`src/rtl/ahb_apb_bridge_ctrl_pkg.sv`:
```
// Shared definitions for the AHB-lite to APB bridge: FSM state encoding,
// AHB transfer/size codes and small helpers used by the bridge datapath.
package ahb_apb_pkg;

  localparam int DW = 32;

  typedef enum logic [2:0] {
    ST_IDLE   = 3'd0,
    ST_WDATA  = 3'd1,
    ST_SETUP  = 3'd2,
    ST_ACCESS = 3'd3,
    ST_ERR1   = 3'd4,
    ST_ERR2   = 3'd5
  } bridge_state_e;

  localparam logic [1:0] HTRANS_IDLE   = 2'b00;
  localparam logic [1:0] HTRANS_BUSY   = 2'b01;
  localparam logic [1:0] HTRANS_NONSEQ = 2'b10;
  localparam logic [1:0] HTRANS_SEQ    = 2'b11;

  localparam logic [2:0] HSIZE_BYTE = 3'b000;
  localparam logic [2:0] HSIZE_HALF = 3'b001;
  localparam logic [2:0] HSIZE_WORD = 3'b010;

  // The APB segment is 32 bits wide, so anything wider than a word is refused.
  function automatic logic hsize_supported(input logic [2:0] hsize);
    return (hsize <= HSIZE_WORD);
  endfunction

  // AHB HPROT[0] is data/opcode, HPROT[1] is privileged; APB PPROT[2] is
  // instruction, PPROT[1] non-secure (always secure here), PPROT[0] privileged.
  function automatic logic [2:0] ahb_to_pprot(input logic [1:0] hprot_lo);
    return {~hprot_lo[0], 1'b0, hprot_lo[1]};
  endfunction

endpackage

```
`src/rtl/ahb_apb_bridge_ctrl_if.sv`:
```
// Bus bundles for the bridge: AHB-lite slave side and APB master side.
interface ahbif #(
  parameter int AW = 32,
  parameter int DW = 32
);
  logic          hsel;
  logic [AW-1:0] haddr;
  logic [1:0]    htrans;
  logic          hwrite;
  logic [2:0]    hsize;
  logic [3:0]    hprot;
  logic [DW-1:0] hwdata;
  logic          hreadym;
  logic          hready;
  logic          hresp;
  logic [DW-1:0] hrdata;
  logic          hruser;

  modport slave (
    input  hsel, haddr, htrans, hwrite, hsize, hprot, hwdata, hreadym,
    output hready, hresp, hrdata, hruser
  );

  modport master (
    output hsel, haddr, htrans, hwrite, hsize, hprot, hwdata, hreadym,
    input  hready, hresp, hrdata, hruser
  );
endinterface

interface apbif #(
  parameter int AW = 16,
  parameter int DW = 32
);
  logic          psel;
  logic          penable;
  logic [AW-1:0] paddr;
  logic          pwrite;
  logic [2:0]    pprot;
  logic [3:0]    pstrb;
  logic [DW-1:0] pwdata;
  logic [DW-1:0] prdata;
  logic          pready;
  logic          pslverr;
  logic          apbactive;

  modport master (
    output psel, penable, paddr, pwrite, pprot, pstrb, pwdata, apbactive,
    input  prdata, pready, pslverr
  );

  modport slave (
    input  psel, penable, paddr, pwrite, pprot, pstrb, pwdata, apbactive,
    output prdata, pready, pslverr
  );
endinterface

```
`src/rtl/ahb_apb_bridge_ctrl_strb.sv`:
```
// Byte-lane strobe generator: maps an AHB transfer size and the low address
// bits onto the four APB write strobes of a 32-bit lane.
module ahb_apb_strb
  import ahb_apb_pkg::*;
(
  input  logic [2:0] hsize_i,
  input  logic [1:0] addr_i,
  output logic [3:0] strb_o
);

  // Decode size/offset into the active byte lanes; unsupported sizes get none.
  always_comb begin
    strb_o = 4'b0000;
    case (hsize_i)
      HSIZE_BYTE: begin
        case (addr_i)
          2'b00:   strb_o = 4'b0001;
          2'b01:   strb_o = 4'b0010;
          2'b10:   strb_o = 4'b0100;
          2'b11:   strb_o = 4'b1000;
          default: strb_o = 4'b0000;
        endcase
      end
      HSIZE_HALF: begin
        if (addr_i[1]) begin
          strb_o = 4'b1100;
        end else begin
          strb_o = 4'b0011;
        end
      end
      HSIZE_WORD: strb_o = 4'b1111;
      default:    strb_o = 4'b0000;
    endcase
  end

endmodule

```
`src/rtl/ahb_apb_bridge_ctrl.sv`:
```
// AHB-lite slave to single-segment APB master bridge. Each accepted AHB
// transfer becomes one APB SETUP/ACCESS pair; writes spend one extra cycle
// collecting HWDATA. Oversized transfers and PSLVERR become a two-cycle
// AHB ERROR response. All bus-facing outputs come straight from flops.
module ahb_apb_bridge_ctrl
  import ahb_apb_pkg::*;
#(
  parameter int PAW = 16,
  parameter int AW  = 32
) (
  input  logic  clk,
  input  logic  resetn,
  ahbif.slave   ahbs,
  apbif.master  apbm
);

  bridge_state_e state_q, state_d;

  logic          hready_q, hready_d;
  logic          hresp_q, hresp_d;
  logic [DW-1:0] hrdata_q, hrdata_d;
  logic          psel_q, psel_d;
  logic          penable_q, penable_d;
  logic          apbactive_q, apbactive_d;

  logic [PAW-1:0] paddr_q;
  logic           pwrite_q;
  logic [2:0]     pprot_q;
  logic [3:0]     pstrb_q;
  logic [DW-1:0]  pwdata_q;

  logic       accept_s;
  logic       load_addr_s;
  logic       load_wdata_s;
  logic [3:0] strb_s;
  logic       bus_unused_s;

  // Upper address bits and cacheable/bufferable HPROT bits have no APB meaning.
  assign bus_unused_s = ^{ahbs.haddr[AW-1:PAW], ahbs.hprot[3:2]};

  ahb_apb_strb u_strb (
    .hsize_i (ahbs.hsize),
    .addr_i  (ahbs.haddr[1:0]),
    .strb_o  (strb_s)
  );

  // A new address phase is taken only when the bridge is free to respond.
  always_comb begin
    accept_s = 1'b0;
    if ((state_q == ST_IDLE) || (state_q == ST_ERR2)) begin
      accept_s = ahbs.hsel & ahbs.hreadym & ahbs.htrans[1] & hready_q;
    end else begin
      accept_s = 1'b0;
    end
  end

  // Next-state and next-output decode for the bridge sequencer.
  always_comb begin
    state_d      = state_q;
    hready_d     = hready_q;
    hresp_d      = hresp_q;
    hrdata_d     = hrdata_q;
    load_addr_s  = 1'b0;
    load_wdata_s = 1'b0;
    case (state_q)
      ST_IDLE, ST_ERR2: begin
        if (accept_s) begin
          load_addr_s = 1'b1;
          hready_d    = 1'b0;
          if (!hsize_supported(ahbs.hsize)) begin
            state_d = ST_ERR1;
            hresp_d = 1'b1;
          end else if (ahbs.hwrite) begin
            state_d = ST_WDATA;
            hresp_d = 1'b0;
          end else begin
            state_d = ST_SETUP;
            hresp_d = 1'b0;
          end
        end else begin
          state_d  = ST_IDLE;
          hready_d = 1'b1;
          hresp_d  = 1'b0;
        end
      end
      ST_WDATA: begin
        load_wdata_s = 1'b1;
        state_d      = ST_SETUP;
      end
      ST_SETUP: begin
        state_d = ST_ACCESS;
      end
      ST_ACCESS: begin
        if (apbm.pready) begin
          if (apbm.pslverr) begin
            state_d  = ST_ERR1;
            hready_d = 1'b0;
            hresp_d  = 1'b1;
          end else begin
            state_d  = ST_IDLE;
            hready_d = 1'b1;
            hresp_d  = 1'b0;
            if (!pwrite_q) begin
              hrdata_d = apbm.prdata;
            end else begin
              hrdata_d = hrdata_q;
            end
          end
        end else begin
          state_d = ST_ACCESS;
        end
      end
      ST_ERR1: begin
        state_d  = ST_ERR2;
        hready_d = 1'b1;
        hresp_d  = 1'b1;
      end
      default: begin
        state_d  = ST_IDLE;
        hready_d = 1'b1;
        hresp_d  = 1'b0;
      end
    endcase
    psel_d      = (state_d == ST_SETUP) || (state_d == ST_ACCESS);
    penable_d   = (state_d == ST_ACCESS);
    apbactive_d = (state_d == ST_WDATA) || (state_d == ST_SETUP) || (state_d == ST_ACCESS);
  end

  // Sequencer state and AHB/APB handshake outputs.
  always_ff @(posedge clk or negedge resetn) begin
    if (!resetn) begin
      state_q     <= ST_IDLE;
      hready_q    <= 1'b1;
      hresp_q     <= 1'b0;
      hrdata_q    <= {DW{1'b0}};
      psel_q      <= 1'b0;
      penable_q   <= 1'b0;
      apbactive_q <= 1'b0;
    end else begin
      state_q     <= state_d;
      hready_q    <= hready_d;
      hresp_q     <= hresp_d;
      hrdata_q    <= hrdata_d;
      psel_q      <= psel_d;
      penable_q   <= penable_d;
      apbactive_q <= apbactive_d;
    end
  end

  // Address-phase capture; held untouched until the next accepted transfer.
  always_ff @(posedge clk or negedge resetn) begin
    if (!resetn) begin
      paddr_q  <= {PAW{1'b0}};
      pwrite_q <= 1'b0;
      pprot_q  <= 3'b000;
      pstrb_q  <= 4'b0000;
    end else if (load_addr_s) begin
      paddr_q  <= ahbs.haddr[PAW-1:0];
      pwrite_q <= ahbs.hwrite;
      pprot_q  <= ahb_to_pprot(ahbs.hprot[1:0]);
      pstrb_q  <= ahbs.hwrite ? strb_s : 4'b0000;
    end else begin
      paddr_q  <= paddr_q;
      pwrite_q <= pwrite_q;
      pprot_q  <= pprot_q;
      pstrb_q  <= pstrb_q;
    end
  end

  // Write data arrives one cycle after the address phase.
  always_ff @(posedge clk or negedge resetn) begin
    if (!resetn) begin
      pwdata_q <= {DW{1'b0}};
    end else if (load_wdata_s) begin
      pwdata_q <= ahbs.hwdata;
    end else begin
      pwdata_q <= pwdata_q;
    end
  end

  assign ahbs.hready    = hready_q;
  assign ahbs.hresp     = hresp_q;
  assign ahbs.hrdata    = hrdata_q;
  assign ahbs.hruser    = 1'b0;

  assign apbm.psel      = psel_q;
  assign apbm.penable   = penable_q;
  assign apbm.paddr     = paddr_q;
  assign apbm.pwrite    = pwrite_q;
  assign apbm.pprot     = pprot_q;
  assign apbm.pstrb     = pstrb_q;
  assign apbm.pwdata    = pwdata_q;
  assign apbm.apbactive = apbactive_q;

endmodule
```
`src/flat_wrapper.sv`:
```
// flat-port wrapper written by rule: the top's interface ports become plain ports
module ahb_apb_bridge_ctrl_flat import ahb_apb_pkg::*;
#(
  parameter int PAW = 16,
  parameter int AW  = 32
)
  (clk, resetn, ahbs_hsel, ahbs_haddr, ahbs_htrans, ahbs_hwrite, ahbs_hsize, ahbs_hprot, ahbs_hwdata, ahbs_hreadym, ahbs_hready, ahbs_hresp, ahbs_hrdata, ahbs_hruser, apbm_psel, apbm_penable, apbm_paddr, apbm_pwrite, apbm_pprot, apbm_pstrb, apbm_pwdata, apbm_apbactive, apbm_prdata, apbm_pready, apbm_pslverr);
  ahbif #(.AW(AW)) ahbs_i ();
  apbif #(.AW(AW)) apbm_i ();
  input  logic clk;
  input  logic resetn;
  input wire logic [$bits(ahbs_i.hsel)-1:0] ahbs_hsel;
  input wire logic [$bits(ahbs_i.haddr)-1:0] ahbs_haddr;
  input wire logic [$bits(ahbs_i.htrans)-1:0] ahbs_htrans;
  input wire logic [$bits(ahbs_i.hwrite)-1:0] ahbs_hwrite;
  input wire logic [$bits(ahbs_i.hsize)-1:0] ahbs_hsize;
  input wire logic [$bits(ahbs_i.hprot)-1:0] ahbs_hprot;
  input wire logic [$bits(ahbs_i.hwdata)-1:0] ahbs_hwdata;
  input wire logic [$bits(ahbs_i.hreadym)-1:0] ahbs_hreadym;
  output wire logic [$bits(ahbs_i.hready)-1:0] ahbs_hready;
  output wire logic [$bits(ahbs_i.hresp)-1:0] ahbs_hresp;
  output wire logic [$bits(ahbs_i.hrdata)-1:0] ahbs_hrdata;
  output wire logic [$bits(ahbs_i.hruser)-1:0] ahbs_hruser;
  output wire logic [$bits(apbm_i.psel)-1:0] apbm_psel;
  output wire logic [$bits(apbm_i.penable)-1:0] apbm_penable;
  output wire logic [$bits(apbm_i.paddr)-1:0] apbm_paddr;
  output wire logic [$bits(apbm_i.pwrite)-1:0] apbm_pwrite;
  output wire logic [$bits(apbm_i.pprot)-1:0] apbm_pprot;
  output wire logic [$bits(apbm_i.pstrb)-1:0] apbm_pstrb;
  output wire logic [$bits(apbm_i.pwdata)-1:0] apbm_pwdata;
  output wire logic [$bits(apbm_i.apbactive)-1:0] apbm_apbactive;
  input wire logic [$bits(apbm_i.prdata)-1:0] apbm_prdata;
  input wire logic [$bits(apbm_i.pready)-1:0] apbm_pready;
  input wire logic [$bits(apbm_i.pslverr)-1:0] apbm_pslverr;
  assign ahbs_i.hsel = ahbs_hsel;
  assign ahbs_i.haddr = ahbs_haddr;
  assign ahbs_i.htrans = ahbs_htrans;
  assign ahbs_i.hwrite = ahbs_hwrite;
  assign ahbs_i.hsize = ahbs_hsize;
  assign ahbs_i.hprot = ahbs_hprot;
  assign ahbs_i.hwdata = ahbs_hwdata;
  assign ahbs_i.hreadym = ahbs_hreadym;
  assign ahbs_hready = ahbs_i.hready;
  assign ahbs_hresp = ahbs_i.hresp;
  assign ahbs_hrdata = ahbs_i.hrdata;
  assign ahbs_hruser = ahbs_i.hruser;
  assign apbm_psel = apbm_i.psel;
  assign apbm_penable = apbm_i.penable;
  assign apbm_paddr = apbm_i.paddr;
  assign apbm_pwrite = apbm_i.pwrite;
  assign apbm_pprot = apbm_i.pprot;
  assign apbm_pstrb = apbm_i.pstrb;
  assign apbm_pwdata = apbm_i.pwdata;
  assign apbm_apbactive = apbm_i.apbactive;
  assign apbm_i.prdata = apbm_prdata;
  assign apbm_i.pready = apbm_pready;
  assign apbm_i.pslverr = apbm_pslverr;
  ahb_apb_bridge_ctrl #(.PAW(PAW), .AW(AW)) u_core (.clk(clk), .resetn(resetn), .ahbs(ahbs_i), .apbm(apbm_i));
endmodule
```
`config.mk`:
```
export PLATFORM = sky130hd
export DESIGN_NAME = ahb_apb_bridge_ctrl_flat
export DESIGN_NICKNAME = d
export VERILOG_FILES = /design/src/rtl/ahb_apb_bridge_ctrl_pkg.sv /design/src/rtl/ahb_apb_bridge_ctrl_if.sv /design/src/rtl/ahb_apb_bridge_ctrl_strb.sv /design/src/rtl/ahb_apb_bridge_ctrl.sv /design/src/flat_wrapper.sv
export SDC_FILE = /design/constraint.sdc
export NUM_CORES = 1
export LEC_CHECK = 0
export CAP_MARGIN = 20
export CORE_UTILIZATION = 39
export DETAILED_ROUTE_END_ITERATION = 10
export PLACE_DENSITY_LB_ADDON = 0.2
export SLEW_MARGIN = 10
export SYNTH_ARGS = -nofsm -noshare
export SYNTH_HDL_FRONTEND = slang
export SYNTH_SLANG_ARGS = --single-unit
```
`constraint.sdc`:
```
create_clock -name clk -period 2.2 [get_ports clk]
set_clock_uncertainty 0.15 [all_clocks]
set_input_delay 0.33 -clock clk [delete_from_list [all_inputs] [get_ports clk]]
set_output_delay 0.33 -clock clk [all_outputs]
set_load 0.02 [all_outputs]
```
[Word-level counts from Yosys, hierarchy flattened]
Cells that the tools add are included.
Operators by class
  bitwise operators: 7
  reductions and logical operators: 11
  order comparisons: 1
  equality and inequality tests: 14
  multiplexer cells: 23
Operator list (count)
  one-hot mux 4 bit (4 select lines): 1
  == test 3 x 2 -> 1 bit (second input constant): 5
  one-hot mux 3 bit (5 select lines): 1
  two-way mux 3 bit: 4
  one-hot mux 4 bit (3 select lines): 1
  two-way mux 1 bit: 11
  == test 3 x 1 -> 1 bit (second input constant): 3
  two-way mux 4 bit: 2
  == test 3 bit (second input constant): 2
  zero test 3 bit: 2
  == test 2 bit (second input constant): 2
  logical OR 1 bit: 4
  NOT 1 bit: 4
  one-hot mux 1 bit (4 select lines): 1
  AND reduction 4 bit: 1
  OR reduction 2 bit: 2
  bitwise AND 1 bit: 3
  less-or-equal comparator 3 x 2 -> 1 bit (second input constant): 1
  one-hot mux 1 bit (3 select lines): 1
  == test 2 x 1 -> 1 bit (second input constant): 1
  zero test 2 bit: 1
  two-way mux 2 bit: 1
  inequality test 2 bit (second input constant): 1
  AND reduction 2 bit: 1
Word-level totals
  bits in registers: 95
  logic and storage cells: 68
  output and inout bits: 110
  input bits: 112

[Longest topological paths before layout]
Gate-level depths: netlist of the first run.
  depth in word-level cells: 9
  depth in mapped cells: 6
  depth with buffers taken out: 3

[Cells and area by module]
Synthesis of the first run repeated with hierarchy kept, for this count alone.
Unflattened totals
  cells, all modules: 267
  area total of the unflattened synthesis: 3980.1 sq um
Modules (own cells, without submodules)
  ahb_apb_bridge_ctrl: cells an instance 255, seq. area each 2378.5 sq um, area each 3921.3 sq um, instances 1
  ahb_apb_strb: cells an instance 12, seq. area each 0.0 sq um, area each 58.8 sq um, instances 1

[Least setup slack after synthesis of the first run]
OpenSTA, ideal clock, no wires.
  path kind: register to register
  from: register u_core.hready_q, in the netlist u_core.ahbs.hready
  to: register u_core.pprot_q[0], in the netlist u_core.apbm.pprot[0]
  arrival time: 1.588 ns
  data required time: 1.925 ns
  cell stages (with the launch flop): 5
  slack: 0.337 ns
  path buffers: 1
  cell sequence: dfstp_2 -> nand2_1 -> nor3_4 -> buf_8 -> mux2_4
Between the ends
  longest elaborated chain between the ends: 4
RTL lines
  start, declared: line ahb_apb_bridge_ctrl.sv:19  | logic hready_q, hready_d;
  start signal, assigned: line ahb_apb_bridge_ctrl.sv:141  | hready_q <= hready_d;
  bitwise AND 1 bit: line ahb_apb_bridge_ctrl.sv:51  | accept_s = ahbs.hsel & ahbs.hreadym & ahbs.htrans[1] & hready_q;
  two-way mux 1 bit: line ahb_apb_bridge_ctrl.sv:50  | if ((state_q == ST_IDLE) || (state_q == ST_ERR2)) begin
  two-way mux 1 bit: line ahb_apb_bridge_ctrl.sv:67  | if (accept_s) begin
  two-way mux 1 bit: line ahb_apb_bridge_ctrl.sv:65  | case (state_q)
  end signal, assigned: line ahb_apb_bridge_ctrl.sv:160  | pprot_q <= ahb_to_pprot(ahbs.hprot[1:0]);
  end signal, assigned: line ahb_apb_bridge_ctrl.sv:165  | pprot_q <= pprot_q;
  end, declared: line ahb_apb_bridge_ctrl.sv:28  | logic [2:0] pprot_q;
Every way passes these cells.
A chain may end at the register's enable or synchronous reset.

[Worst setup path after layout of the first run]
  from: register u_core.state_q[2]
  to: register u_core.paddr_q[0]
Between the ends
  longest elaborated chain between the ends: 5
  elaborated cells on any way between the ends: 7
RTL lines
  start, declared: line ahb_apb_bridge_ctrl.sv:17  | bridge_state_e state_q, state_d;
  start signal, assigned: line ahb_apb_bridge_ctrl.sv:140  | state_q <= state_d;
  == test 3 bit / zero test 3 bit (equally long branches): line ahb_apb_bridge_ctrl.sv:50, ahb_apb_bridge_ctrl.sv:65
  logical OR 1 bit: line ahb_apb_bridge_ctrl.sv:50
  two-way mux 1 bit: line ahb_apb_bridge_ctrl.sv:50
  two-way mux 1 bit: line ahb_apb_bridge_ctrl.sv:67
  two-way mux 1 bit *: line ahb_apb_bridge_ctrl.sv:65
  end signal, assigned: line ahb_apb_bridge_ctrl.sv:153  | paddr_q <= {PAW{1'b0}};
  end signal, assigned: line ahb_apb_bridge_ctrl.sv:158  | paddr_q <= ahbs.haddr[PAW-1:0];
  end signal, assigned: line ahb_apb_bridge_ctrl.sv:163  | paddr_q <= paddr_q;
  end, declared: line ahb_apb_bridge_ctrl.sv:26  | logic [PAW-1:0] paddr_q;
Every way passes the cells marked *; elsewhere a longest branch is shown, timed or not.

==> results of run 1 <==
==> routing by layer <==
| metal | track usage, % | routed length (um) |
|---|---|---|
| met1 | 20.6 | 3720 |
| met4 | 5.51 | 61 |
| met5 | 0 | 0 |
| met3 | 6.04 | 656 |
| met2 | 27.5 | 4320 |
==> area by class of cell <==
type	count	area [sq um]
repair buffers	195	1970
inverters	2	7.51
clock buffers	9	124
clock inverters	6	86.3
flip-flops and latches	95	2380
well taps	133	166
multi-input cells	146	1490
fillers	784	3690
==> stage by stage <==
step	hold WS [ps]	power, uW	worst slack [ps]	instances	setup TNS (ps)
after floorplan	-116	5680	337	272	0
after global placement	78.3	7770	5.02	570	0
after detailed placement	82.4	7850	-23.1	570	-180
after CTS	223	9150	174	586	0
after global routing	248	9500	107	586	0
final	234	9020	200	586	0
==> sequential cells by signal, summed over array words and instances (netlist names), 2 cells and up <==
name                cells
u_core.ahbs.hrdata     32
u_core.apbm.pwdata     32
u_core.paddr_q         16
u_core.apbm.pstrb       4
u_core.state_q          3
u_core.apbm.pprot       2
==> final timing paths <==
kind                                     endpoint
hold / removal             u_core.ahbs.hrdata[28]
setup reg to reg                u_core.paddr_q[0]
max in group asynchronous      u_core.ahbs.hready
min in group clk             u_core.apbm.pstrb[2]
setup / recovery                u_core.paddr_q[0]
hold reg to reg              u_core.apbm.pstrb[2]
==> kinds of logic (layout without fill, tap and decap cells) <==
family,Yosys count,count (layout),synth area share [%]
XOR/XNOR,1,1,0.403
AND/OR/NAND/NOR,20,20,3.88
buffers and inverters,31,212,5.99
flip-flops,95,95,59.0
AO/OA/AOI/OAI,25,25,4.34
other,1,18,0.0930
multiplexers,82,82,26.3
==> synthesized netlist by cell type (all sizes together) (2+ instances only) <==
library cell  count  area share [%]
nor3b             2            0.50
o31ai            10             1.9
or3               2            0.31
nand3             2            0.25
dfrtp            94              58
inv               2            0.19
a31o              2            0.43
a21oi             6            0.74
o21ai             2            0.25
or2               2            0.31
and2              2            0.31
buf              29             5.8
nand2             3            0.28
mux2             82              26
==> power by group through the flow <==
stage / clock (uW) / combinational, uW / sequential, uW
5_1_grt: 1360 / 4940 / 3210
3_3_place_gp: 0 / 4680 / 3090
6_report: 1240 / 4690 / 3090
4_1_cts: 1300 / 4750 / 3100
2_1_floorplan: 0 / 1580 / 4100
3_5_place_dp: 0 / 4730 / 3130
==> what timing repair did <==
| action | CTS | global route |
|---|---|---|
| hold endpoints to repair | 23 | 0 |
| hold buffers | 1 | 0 |
| gates resized for setup | 0 | 0 |
| setup buffers | 0 | 0 |
==> impl_metrics.tcl, run 1 <==
set metrics [dict create \
    path_max_fanout 10 \
    ys_seq_area_share_pct 59.0 \
    end_kind "flip-flop" \
    path_delay_family "flip-flops" \
    worst_slew_pin_slew_ps 500 \
    cts_root_buf "clkbuf_8" \
    syn_to_final_growth_pct 54.2 \
    first_iter_violations 73 \
    max_stage_delay_ps 480 \
    p_leak_uw 0.00274 \
    drive_gt1_share_pct 26.7 \
    finalSetupViolations 0 \
    wire_per_inst_um 14.9 \
    power_frac_comb_pct 52.0 \
    r2r_start "u_core.state_q[2]" \
    core-area_sq_mm 0.00991 \
    worstPathRequired_ps 2300 \
    first_pass_iters 4 \
    slew_violations 0 \
    overflow 0 \
    ys_seq_elements 95 \
    power_frac_seq_pct 34.2 \
    htreeDepth 3 \
    ff2ff_setup_slack_ps 200 \
    syn_inst 255 \
    cts_tree "yes" \
    numCtsBuffers 9 \
    diodes 0 \
    place_congestion 0.745 \
    switching_share_pct 34.6 \
    synth_edf_count 0 \
    path_cells "xor2_2 -> or3_1 -> mux2_2" \
    clock_path_buffers 2 \
    timing.critical_path.depth 3 \
    io_pins 222 \
    grt_pass1_vias 2776 \
    die_w_um 104 \
    vdd_drop_max_v 0.000664 \
    route.detailed.drc 0 \
    fp-row-count 36 \
    start_util_pct 40.7 \
    num_vias 2706 \
    p_clk_share_pct 13.8 \
    dp_hpwl_um 6420 \
    crit_type "flip-flop to flip-flop" \
    clk_latency_ps 350 \
    antenna_left 0 \
    rsz0062_at_grt "no" \
    fp.dieArea_sq_mm 0.0108 \
    timing.final.crit_share_pct 90.9 \
    async_flop_share_pct 100 \
    io_buffers 184 \
    slew_headroom_pct 66.4 \
    max-cap-violations 0 \
    clock_sinks 95 \
    crit_start "u_core.state_q[2]" \
    powerDensity_mw_per_mm2 1450 \
    grt_pass1_wl_um 14100 \
    grt_start_max_net_pins 40 \
    ys_warn_count 0 \
    timing.fmax_ghz 0.500 \
    power.internal_uw 5890 \
    grt_use_total_pct 16.8 \
    status "complete, no violations" \
    critPathBufInv 0 \
    arrival_ps 2100 \
    ys_types 34 \
    power_switching_uw 3120 \
    nets 561 \
    synthFlopType "dfrtp_1" \
    slowest_stage "dfrtp_1" \
    hold_path.class "input port to async pin" \
    wl_um 8760 \
    dieHeight_um 104 \
    vias_per_cell 4.62 \
    avgSynthCellArea_sq_um 15.8 \
    worstSetupStartpointType "flip-flop" \
    syn-cell-area_sq_mm 0.00403 \
    layout_min_cycle_time_ps 2000 \
    path_clk_slew_ps 90 \
    final_common_cell "clkdlybuf4s50_1" \
    hold_violations 0 \
    antenna_found_initial 0 \
    mostFrequentLayoutCells "clkdlybuf4s50_1, dfrtp_1, mux2_2, mux2_4, conb_1" \
    final_area_sq_mm 0.00622 \
    placed_area_sq_mm 0.00600 \
    reg2reg_depth 3 \
    final_util_pct 62.8 \
]
No activity file was read; power rests on OpenSTA's default activity.
==> run 2: changes to the inputs <==
--- a/config.mk
+++ b/config.mk
@@ -13,3 +13,4 @@
 export SYNTH_ARGS = -nofsm -noshare
 export SYNTH_HDL_FRONTEND = slang
 export SYNTH_SLANG_ARGS = --single-unit
+export TNS_END_PERCENT = 30
==> results of run 2 <==
The final DEF is identical to that of run 1; final timing and power are the same.
